## config.mk

```make
export PLATFORM = sky130hd
export DESIGN_NAME = stream_feeder
export DESIGN_NICKNAME = d
export VERILOG_FILES = /design/src/rtl/stream_feeder.sv
export SDC_FILE = /design/constraint.sdc
export NUM_CORES = 1
export LEC_CHECK = 0
export CAP_MARGIN = 20
export CORE_UTILIZATION = 55
export DETAILED_ROUTE_END_ITERATION = 10
export PLACE_DENSITY = 0.77
export SYNTH_ARGS = -nofsm -noshare
export SYNTH_HDL_FRONTEND = slang
export SYNTH_SLANG_ARGS = --single-unit
```

## constraint.sdc

```tcl
create_clock -name clk -period 5.9 [get_ports clk]
set_input_delay 1.18 -clock clk [delete_from_list [all_inputs] [get_ports clk]]
set_output_delay 1.18 -clock clk [all_outputs]
set_load 0.02 [all_outputs]
```

## src/rtl/stream_feeder.sv

```systemverilog
// stream_feeder: sequences kernel/input memory reads into a 2-entry FIFO feeding a valid/ready controller port.
module stream_feeder #(
  parameter int FEATURE_MAP_WIDTH  = 1024,
  parameter int FEATURE_MAP_HEIGHT = 1024,
  parameter int OUTPUT_NB_CHANNELS = 64,
  parameter int DATA_WIDTH         = 16,
  parameter int ADDR_WIDTH         = 32,
  parameter int KERNEL_BASE        = 0,
  parameter int INPUT_BASE         = 1048576
) (
  input  logic                  clk,
  input  logic                  arst_in,
  input  logic                  start,
  output logic                  running,
  output logic                  done,
  output logic                  mem_rd_en,
  output logic [ADDR_WIDTH-1:0] mem_addr,
  input  logic [DATA_WIDTH-1:0] mem_rdata,
  output logic                  con_valid,
  input  logic                  con_ready,
  output logic [DATA_WIDTH-1:0] con_data,
  output logic [1:0]            con_phase
);
  localparam int NG = OUTPUT_NB_CHANNELS / 6;
  localparam int XW = FEATURE_MAP_WIDTH > 1 ? $clog2(FEATURE_MAP_WIDTH) : 1;
  localparam int YW = FEATURE_MAP_HEIGHT > 1 ? $clog2(FEATURE_MAP_HEIGHT) : 1;
  localparam int GW = NG > 1 ? $clog2(NG) : 1;
  localparam logic [XW-1:0] X_LAST = XW'(FEATURE_MAP_WIDTH - 1);
  localparam logic [YW-1:0] Y_LAST = YW'(FEATURE_MAP_HEIGHT - 1);
  localparam logic [GW-1:0] G_LAST = GW'(NG - 1);
  localparam int EW = DATA_WIDTH + 2;
  typedef enum logic [2:0] {IDLE, LK, LI, CC, DRAIN} state_t;
  state_t state_q, state_d;
  logic [6:0] cnt_q, cnt_d;
  logic [XW-1:0] x_q, x_d;
  logic [YW-1:0] y_q, y_d;
  logic [GW-1:0] g_q, g_d;
  logic [ADDR_WIDTH-1:0] kaddr_q, kaddr_d, iaddr_q, iaddr_d;
  logic [EW-1:0] e0_q, e0_d, e1_q, e1_d, new_entry;
  logic [1:0] occ_q, occ_d, phase_now, flph_q;
  logic fl_q, push, pop, issue, active;
  assign active    = state_q == LK || state_q == LI || state_q == CC;
  assign push      = fl_q;
  assign pop       = con_valid && con_ready;
  // Counting this cycle's pop lets a full pipe keep issuing at one read per cycle.
  assign issue     = active && (occ_q + {1'b0, fl_q} - {1'b0, pop}) < 2'd2;
  assign phase_now = state_q == LK ? 2'd0 : state_q == LI ? 2'd1 : 2'd2;
  assign new_entry = {flph_q, mem_rdata};
  assign mem_rd_en = issue;
  assign mem_addr  = state_q == LK ? kaddr_q : iaddr_q;
  assign con_valid = occ_q != 2'd0;
  assign con_data  = e0_q[DATA_WIDTH-1:0];
  assign con_phase = e0_q[DATA_WIDTH+:2];
  assign done      = state_q == DRAIN && occ_q == 2'd0 && !fl_q;
  assign running   = state_q != IDLE && !done;
  always_comb begin
    state_d = state_q;
    cnt_d   = cnt_q;
    x_d     = x_q;
    y_d     = y_q;
    g_d     = g_q;
    kaddr_d = kaddr_q;
    iaddr_d = iaddr_q;
    if (state_q == IDLE && start) begin
      state_d = LK;
      cnt_d   = '0;
      x_d     = '0;
      y_d     = '0;
      g_d     = '0;
      kaddr_d = ADDR_WIDTH'(KERNEL_BASE);
      iaddr_d = ADDR_WIDTH'(INPUT_BASE);
    end else if (state_q == DRAIN && done) begin
      state_d = IDLE;
    end else if (issue && state_q == LK) begin
      kaddr_d = kaddr_q + ADDR_WIDTH'(1);
      cnt_d   = cnt_q == 7'd71 ? 7'd0 : cnt_q + 7'd1;
      state_d = cnt_q == 7'd71 ? LI : LK;
    end else if (issue && state_q == LI) begin
      iaddr_d = iaddr_q + ADDR_WIDTH'(1);
      cnt_d   = cnt_q == 7'd11 ? 7'd0 : cnt_q + 7'd1;
      state_d = cnt_q == 7'd11 ? CC : LI;
    end else if (issue) begin
      iaddr_d = iaddr_q + ADDR_WIDTH'(1);
      cnt_d   = cnt_q == 7'd3 ? 7'd0 : cnt_q + 7'd1;
      if (cnt_q == 7'd3) begin
        x_d = x_q == X_LAST ? '0 : x_q + XW'(1);
        if (x_q == X_LAST) begin
          y_d     = y_q == Y_LAST ? '0 : y_q + YW'(1);
          g_d     = y_q == Y_LAST ? (g_q == G_LAST ? '0 : g_q + GW'(1)) : g_q;
          state_d = y_q != Y_LAST ? LI : g_q == G_LAST ? DRAIN : LK;
          iaddr_d = y_q == Y_LAST ? ADDR_WIDTH'(INPUT_BASE) : iaddr_d;
        end
      end
    end
  end
  always_comb begin
    occ_d = occ_q + {1'b0, push} - {1'b0, pop};
    e0_d  = pop ? (occ_q == 2'd2 ? e1_q : new_entry) : (push && occ_q == 2'd0 ? new_entry : e0_q);
    e1_d  = push && (pop ? occ_q == 2'd2 : occ_q == 2'd1) ? new_entry : e1_q;
  end
  always_ff @(posedge clk or posedge arst_in) begin
    if (arst_in) begin
      state_q <= IDLE;
      cnt_q   <= '0;
      x_q     <= '0;
      y_q     <= '0;
      g_q     <= '0;
      kaddr_q <= '0;
      iaddr_q <= '0;
      e0_q    <= '0;
      e1_q    <= '0;
      occ_q   <= '0;
      fl_q    <= 1'b0;
      flph_q  <= '0;
    end else begin
      state_q <= state_d;
      cnt_q   <= cnt_d;
      x_q     <= x_d;
      y_q     <= y_d;
      g_q     <= g_d;
      kaddr_q <= kaddr_d;
      iaddr_q <= iaddr_d;
      e0_q    <= e0_d;
      e1_q    <= e1_d;
      occ_q   <= occ_d;
      fl_q    <= issue;
      flph_q  <= phase_now;
    end
  end
endmodule

```

# --- Word-level counts from Yosys, hierarchy flattened ---
# Index checks and enable logic that the tools add are counted.
totals:
  elab_cells: 135
  output_inout_bits: 54
  regBits: 139
  in_bits: 20
op_classes:
  reduce_logical: 37
  add_sub_neg: 8
  n_mux: 61
  magnitude_cmp: 1
  eq_ne: 16
op_table:
  columns: ["operator", "count"]
  rows:
  - ["2-to-1 mux 32 bit", 12]
  - ["2-to-1 mux 10 bit", 15]
  - ["adder 32 x 1 -> 32 bit (second input constant)", 2]
  - ["2-to-1 mux 7 bit", 8]
  - ["2-to-1 mux 18 bit", 3]
  - ["2-to-1 mux 4 bit", 9]
  - ["2-to-1 mux 3 bit", 9]
  - ["adder 10 x 1 -> 10 bit (second input constant)", 2]
  - ["equality test 10 bit (second input constant)", 2]
  - ["nonzero test 5 bit", 3]
  - ["nonzero test 2 bit", 7]
  - ["logical AND 1 bit", 11]
  - ["!= test 10 bit (second input constant)", 1]
  - ["adder 7 x 1 -> 7 bit (second input constant)", 1]
  - ["equality test 7 x 2 -> 1 bit (second input constant)", 1]
  - ["equality test 7 x 4 -> 1 bit (second input constant)", 1]
  - ["equality test 7 bit (second input constant)", 1]
  - ["AND reduction 7 bit", 1]
  - ["equality test 3 x 2 -> 1 bit (second input constant)", 2]
  - ["2-to-1 mux 2 bit", 3]
  - ["!= test 2 bit (second input constant)", 3]
  - ["AND reduction 3 bit", 2]
  - ["AND reduction 6 bit", 1]
  - ["nonzero test 3 bit", 2]
  - ["other kinds (17)", 21]

# --- Logic depth before layout (Yosys ltp) ---
# Gate-level depths: netlist of the first run.
logic_depth:
  depth_word: 10
  ltp_mapped: 12
  ltp_nobuf: 11

# --- Least setup slack after synthesis of the first run ---
# OpenSTA, ideal clock, no wires.
synth_timing:
  path_kind: "in2out"
  from: "input port con_ready"
  to: "output port mem_rd_en"
  path_buffers: 0
  path_slack_ns: 2.352
  t_arrival_ns: 2.368
  path_stages: 6
  required_ns: 4.720
  cell_sequence: "nand2_1 > xnor2_1 > ha_1 > nor2b_1 > mux2i_1 > nor2_1"
synth_via:
  elab_chain_len: 4
synth_rtl:
  columns: ["item", "line", "rtl"]
  rows:
  - ["start, declared", "20", "input logic con_ready,"]
  - ["logical AND 1 bit", "44", "assign pop = con_valid && con_ready;"]
  - ["subtractor 2 x 1 -> 2 bit", "46", "assign issue = active && (occ_q + {1'b0, fl_q} - {1'b0, pop}) < 2'd2;"]
  - ["less-than comparator 2 bit", "46", null]
  - ["logical AND 1 bit", "46", null]
  - ["end, declared", "16", "output logic mem_rd_en,"]
# Every way passes these cells.

# --- Worst setup path in the final report of the first run ---
# Same ends and word-level chain as after synthesis.

==> results of run 1 <==
[power groups by stage]
stage | registers (mW) | clock network [mW] | logic [mW]
global placement | 1.07 | 0 | 0.400
floorplan | 1.14 | 0 | 0.161
CTS | 1.06 | 1.10 | 0.412
detailed placement | 1.07 | 0 | 0.411
global route | 1.07 | 1.14 | 0.442
finish | 1.06 | 1.08 | 0.408
[cell usage after synthesis, types with 3 or more instances]
| cell type | instances | share of area (%) |
|---|---|---|
| clkbuf_1 | 30 | 1.5 |
| buf_1 | 4 | 0.20 |
| a21oi_1 | 33 | 2.2 |
| nor4_1 | 16 | 1.3 |
| or4_1 | 8 | 0.80 |
| xor2_1 | 8 | 0.94 |
| a211oi_1 | 3 | 0.30 |
| mux2_2 | 42 | 6.3 |
| xnor2_1 | 45 | 5.3 |
| nor4b_1 | 9 | 1.1 |
| nor3_1 | 29 | 1.9 |
| or3_1 | 9 | 0.75 |
| nand3_1 | 40 | 2.7 |
| nand2b_1 | 8 | 0.67 |
| o22ai_1 | 3 | 0.25 |
| nor2b_1 | 6 | 0.50 |
| buf_2 | 5 | 0.33 |
| nand4_1 | 22 | 1.8 |
| ha_1 | 6 | 1.0 |
| o31ai_1 | 8 | 0.80 |
| or2_2 | 8 | 0.67 |
| and3_1 | 8 | 0.67 |
| nand4b_1 | 3 | 0.35 |
| inv_1 | 24 | 1.2 |
| mux2i_1 | 25 | 3.3 |
| nand2_1 | 84 | 4.2 |
| o21ai_0 | 52 | 3.5 |
| nand3b_1 | 3 | 0.30 |
| a31o_1 | 4 | 0.47 |
| o21ai_1 | 5 | 0.33 |
| nor3b_1 | 5 | 0.50 |
| dfrtp_1 | 139 | 46 |
| a21o_1 | 4 | 0.40 |
| nor2_1 | 81 | 4.1 |
[kinds of logic (layout without fill, tap and decap cells)]
kind of cell | Yosys count | after routing | share of synthesized area (%)
buffers and inverters | 64 | 138 | 3.290
and+or+nand+nor | 349 | 349 | 23.75
DFF | 139 | 139 | 46.43
xor gates and xnor gates | 53 | 53 | 6.196
muxes | 67 | 67 | 9.653
adders and majority gates | 6 | 6 | 1.002
AOI/OAI and AO/OA | 124 | 124 | 9.686
[critical path: cells and delay by family]
kind | cells | cell delay [ns]
fa+ha+maj | 1 | 0.28
buf+inv | 2 | 1.21
mux | 1 | 0.17
simple gates | 3 | 0.62
xor+xnor | 1 | 0.15
[worst paths after layout]
path / slack, ns / end / cells past startpoint / from
hold reg to reg: 0.48 / e0_q[3] / 2 / e0_q[3]
setup reg to reg: 2.49 / iaddr_q[25] / 12 / occ_q[1]
min in group asynchronous: 1.33 / e0_q[3] / 2 / arst_in
setup / recovery: 1.11 / mem_rd_en / 8 / con_ready
hold / removal: 0.48 / e0_q[3] / 2 / e0_q[3]
max in group asynchronous: 3.54 / iaddr_q[22] / 3 / arst_in
[sequential cells by signal (all words and copies together), names as in the netlist, 4 cells and up]
| register | cells |
|---|---|
| iaddr_q | 32 |
| y_q | 10 |
| kaddr_q | 32 |
| e0_q | 18 |
| e1_q | 18 |
| cnt_q | 7 |
| x_q | 10 |
| g_q | 4 |
[cell type report]
class,count,area share (%)
multi-input cells,599,42.24
inverters,25,1.100
clock buffers,20,4.972
clock inverters,11,1.630
flip-flops and latches,139,38.72
well taps,176,2.451
repair buffers,82,8.886
[per-layer routing]
layer / track usage (%) / wire length, microns / up-vias
met1: 36.42 / 8106 / 3038
met5: 0 / 0 / -
li1: - / - / 2970
met4: 12.10 / 425 / 0
met2: 43.93 / 8663 / 236
met3: 4.247 / 1026 / 31
[metrics by stage]
step | worst slack [ns] | util [%] | power [mW] | hold slack, ns
2_1_floorplan | 0.9955 | - | 1.300 | 0.4677
3_3_place_gp | 1.219 | 63.36 | 1.471 | 0.4613
3_5_place_dp | 1.118 | 63.36 | 1.485 | 0.4743
4_1_cts | 1.111 | 67.84 | 2.569 | 0.4874
5_1_grt | 0.9463 | 67.84 | 2.645 | 0.4924
6_report | 1.110 | 67.84 | 2.547 | 0.4819
==> results.json, run 1 <==
{
  "synthFlopType": "dfrtp_1",
  "n_antenna_cell": 0,
  "worstSetupPathType": "in2out",
  "root_buffer": "clkbuf_16",
  "ys_warn_count": 0,
  "routed_wl_microns": 18220,
  "comb_power_share_pct": 16.0,
  "synth.distinct_cells": 52,
  "grt_overflow_total": 0,
  "netlist_area_sq_mm": 0.007492,
  "rsz0062_at_grt": "no",
  "slew_headroom_pct": 35.55,
  "p_seq_share_pct": 41.5,
  "clk_latency_ns": 0.43,
  "grt_pass1_wl_microns": 30380,
  "cp_slowest_stage_delay_ns": 0.67,
  "fin_tns_setup_ns": 0,
  "tightest_slew_ns": 0.9580,
  "ir_drop_uv": 203.1,
  "min_path_type": "reg2reg",
  "syn_to_final_growth_pct": 19.91,
  "cts.htree.levels": 4,
  "crit_arrival_ns": 3.61,
  "multi_input_area_sq_mm": 0.003795,
  "finalSetupViolCount": 0,
  "ff_latch_area_sq_mm": 0.003478,
  "cts_buffer_depth": 2,
  "drv_slew": 0,
  "max_freq_ghz": 0.2088,
  "drive_above_1_share_pct": 11.42,
  "cts-hold-fix-buffers": 0,
  "outcome": "finished, final reports clean",
  "grt_max_degree": 104,
  "numCtsBuffers": 17,
  "drc_errors": 0,
  "required_ns": 4.72,
  "post_drt_wl_per_cell_microns": 17.32,
  "post_cts_buffers": 0,
  "die_x_microns": 118.7,
  "ctsResizeCount": 0,
  "instances_no_fill": 1052,
  "io_pins": 74,
  "hpwl_microns": 12090,
  "synth.avg_cell_area_sq_um": 9.342,
  "place_congestion": 0.8639,
  "cellInternalPower_mw": 1.867,
  "cts.sink_count": 139,
  "drt_iter0_drc": 507,
  "cpMaxStageDelayCell": "clkdlybuf4s50_1",
  "dieArea_sq_mm": 0.01409,
  "nets": 890,
  "synth-seq-cells": 139,
  "dp_cells": 1021,
  "hold_viol": 0,
  "crit_top_cell": "clkdlybuf4s50_1",
  "fin_area_sq_mm": 0.008984,
  "period_share_pct": 81.18,
  "p_per_area_mw_per_mm2": 283.6,
  "grt_pass1_vias": 6231,
  "power_switching_uw": 680.3,
  "drv_cap": 0,
  "placed_area_sq_mm": 0.008391,
  "fillers": 1023,
  "tritoncts": "yes",
  "crit_path_cell_trace": "clkdlybuf4s50_1, nand2_1, xnor2_1, ha_1, nor2b_1, mux2i_1, nor2_1, clkdlybuf4s50_1",
  "dr_total_vias": 6275,
  "grt_antenna_before_repair": 0,
  "synth_edf_count": 0,
  "p_clk_share_pct": 42.4,
  "mostFrequentLayoutCell": "dfrtp_1",
  "ant_nets": 0,
  "syn_nets": 828,
  "startpoint_type": "primary input",
  "io_buffers": 73,
  "ys_seq_area_share_pct": 46.43,
  "min_period_ns": 4.790,
  "cp-end-kind": "output port",
  "netSwitchingFraction_pct": 26.70,
  "vias_per_cell": 5.965,
  "drt_pass1_iterations": 5,
  "skew_ns": 0.007241,
  "start_util_pct": 56.58,
  "rows": 42,
  "mostFrequentLayoutCells": "dfrtp_1 (139), nand2_1 (84), nor2_1 (81)",
  "synthArstFlopShare_pct": 100.0,
  "p_leak_nw": 3.768,
  "grt_use_total_pct": 27.25,
  "synthCells": 802,
  "clk_pin_slew_ns": 0.06,
  "worstPathMaxFanout": 5,
  "die_y_microns": 118.7,
  "core_sq_mm": 0.01324
}
Power figures use the tool's default switching activity.
==> run 2, diff against run 1 <==
--- a/config.mk
+++ b/config.mk
@@ -6,7 +6,7 @@
 export NUM_CORES = 1
 export LEC_CHECK = 0
 export CAP_MARGIN = 20
-export CORE_UTILIZATION = 55
+export CORE_UTILIZATION = 52
 export DETAILED_ROUTE_END_ITERATION = 10
 export PLACE_DENSITY = 0.77
 export SYNTH_ARGS = -nofsm -noshare
==> constraint.sdc (replaced) <==
create_clock -name clk -period 3.94 [get_ports clk]
set_input_delay 0.788 -clock clk [delete_from_list [all_inputs] [get_ports clk]]
set_output_delay 0.788 -clock clk [all_outputs]
set_load 0.02 [all_outputs]
==> run 2 against run 1 <==
  * Global-route usage fell by 1.9 points
  * Combinational power rose by 53%
  * Flip-flop and latch count did not move
  * Critical path depth did not move
  * Critical path type unchanged
==> results.json, run 2 (synthesized netlist as in run 1, its figures left out) <==
{
  "rows": 43,
  "io_pins": 74,
  "cpMaxStageDelayCell": "clkdlybuf4s50_1",
  "p_per_area_mw_per_mm2": 430.0,
  "cts.htree.levels": 4,
  "drc_errors": 0,
  "vias_per_cell": 5.755,
  "io_buffers": 73,
  "clk_pin_slew_ns": 0.05,
  "grt_max_degree": 53,
  "reg_top3": "iaddr_q x32, kaddr_q x32",
  "drive_above_1_share_pct": 12.94,
  "numCtsBuffers": 17,
  "mostFrequentLayoutCells": "dfrtp_1 (139), nand2_1 (84), nor2_1 (81)",
  "cts_buffer_depth": 2,
  "min_period_ns": 3.807,
  "slew_headroom_pct": 40.72,
  "grt_pass1_wl_microns": 29240,
  "cts.sink_count": 139,
  "nets": 903,
  "outcome": "finished, final reports clean",
  "core_sq_mm": 0.01399,
  "startpoint_type": "primary input",
  "ctsResizeCount": 0,
  "dr_total_vias": 6152,
  "crit_path_cell_trace": "clkdlybuf4s50_1, nand2_1, xnor2_1, ha_1, nor2b_1, mux2i_1, nor2_1, clkdlybuf4s50_1",
  "fin_tns_setup_ns": 0,
  "syn_to_final_growth_pct": 22.28,
  "period_share_pct": 96.62,
  "tightest_slew_ns": 0.8873,
  "placed_area_sq_mm": 0.008517,
  "min_path_type": "reg2reg",
  "worstPathMaxFanout": 5,
  "hpwl_microns": 11670,
  "fin_area_sq_mm": 0.009161,
  "dp_cells": 1038,
  "cp_slowest_stage_delay_ns": 0.64,
  "cp-end-kind": "output port",
  "grt_use_total_pct": 25.30,
  "tritoncts": "yes",
  "place_ws_ns": 0.1753,
  "p_leak_nw": 3.866,
  "drv_slew": 0,
  "die_y_microns": 122.0,
  "worstSetupPathType": "in2out",
  "drt_pass1_iterations": 5,
  "root_buffer": "clkbuf_16",
  "fin_util_pct": 65.49,
  "crit_arrival_ns": 3.02,
  "ant_nets": 0,
  "hold_viol": 0,
  "dieArea_sq_mm": 0.01489,
  "grt_overflow_total": 0,
  "rsz0062_at_grt": "no",
  "crit_top_cell": "clkdlybuf4s50_1",
  "drv_cap": 0,
  "n_antenna_cell": 0,
  "place_congestion": 0.8170,
  "clk_latency_ns": 0.42,
  "routed_wl_microns": 17390,
  "max_freq_ghz": 0.2627,
  "start_util_pct": 53.56,
  "required_ns": 3.15,
  "die_x_microns": 122.0,
  "hold_ws_ns": 0.4748,
  "fin_total_pwr_mw": 3.939,
  "ir_drop_uv": 307.9,
  "setup_slack_ns": 0.1331,
  "post_cts_buffers": 0,
  "instances_no_fill": 1069,
  "drt_iter0_drc": 328,
  "mostFrequentLayoutCell": "dfrtp_1",
  "grt_pass1_vias": 5918,
  "post_drt_wl_per_cell_microns": 16.27,
  "grt_antenna_before_repair": 0,
  "cts-hold-fix-buffers": 0,
  "finalSetupViolCount": 0,
  "skew_ns": 0.006291
}
==> run 2: cell types whose count changed in the layout (fill, tap and decap cells not counted), sizes merged <==
cell,previous run,this run
buf,9,22
bufinv,3,4
clkinv,6,5
inv,25,24
clkbuf,20,21
==> run 2: metal layers <==
metal | track usage (%) | share of wire, %
met1 | 34.53 | 47
met2 | 40.11 | 47
met3 | 4.775 | 5.1
met4 | 9.028 | 1.1
met5 | 0 | 0
==> run 2: worst max-delay path: cells and delay by family <==
kind / cells / cell delay, ns
xor gates and xnor gates: 1 / 0.17
muxes: 1 / 0.11
buffers and inverters: 2 / 1.19
and+or+nand+nor: 3 / 0.53
adders and majority gates: 1 / 0.22
==> run 2: final timing paths <==
check                          start          end  slack [ns]  cells after the start
setup / recovery           con_ready    mem_rd_en        0.13                      8
hold / removal               e0_q[9]      e0_q[9]        0.47                      2
setup reg to reg            occ_q[1]  iaddr_q[31]        0.76                     11
hold reg to reg              e0_q[9]      e0_q[9]        0.47                      2
max in group asynchronous    arst_in  kaddr_q[27]        2.28                      3
min in group asynchronous    arst_in   kaddr_q[8]        0.90                      2
==> run 2: final cells by class <==
| cell class | count | area [sq um] |
|---|---|---|
| Fill cell | 1139 | 4827 |
| Multi-Input combinational cell | 599 | 3795 |
| Sequential cell | 139 | 3478 |
| Timing Repair Buffer | 95 | 920.9 |
| Clock buffer | 21 | 480.5 |
| Tap cell | 180 | 225.2 |
| Clock inverter | 10 | 163.9 |
| Inverter | 25 | 97.59 |
==> run 2: where the power goes <==
part           total [mW]  switching, mW  internal, mW
registers            1.59         0.0644          1.52
logic               0.623          0.338         0.285
clock network        1.73          0.607          1.12
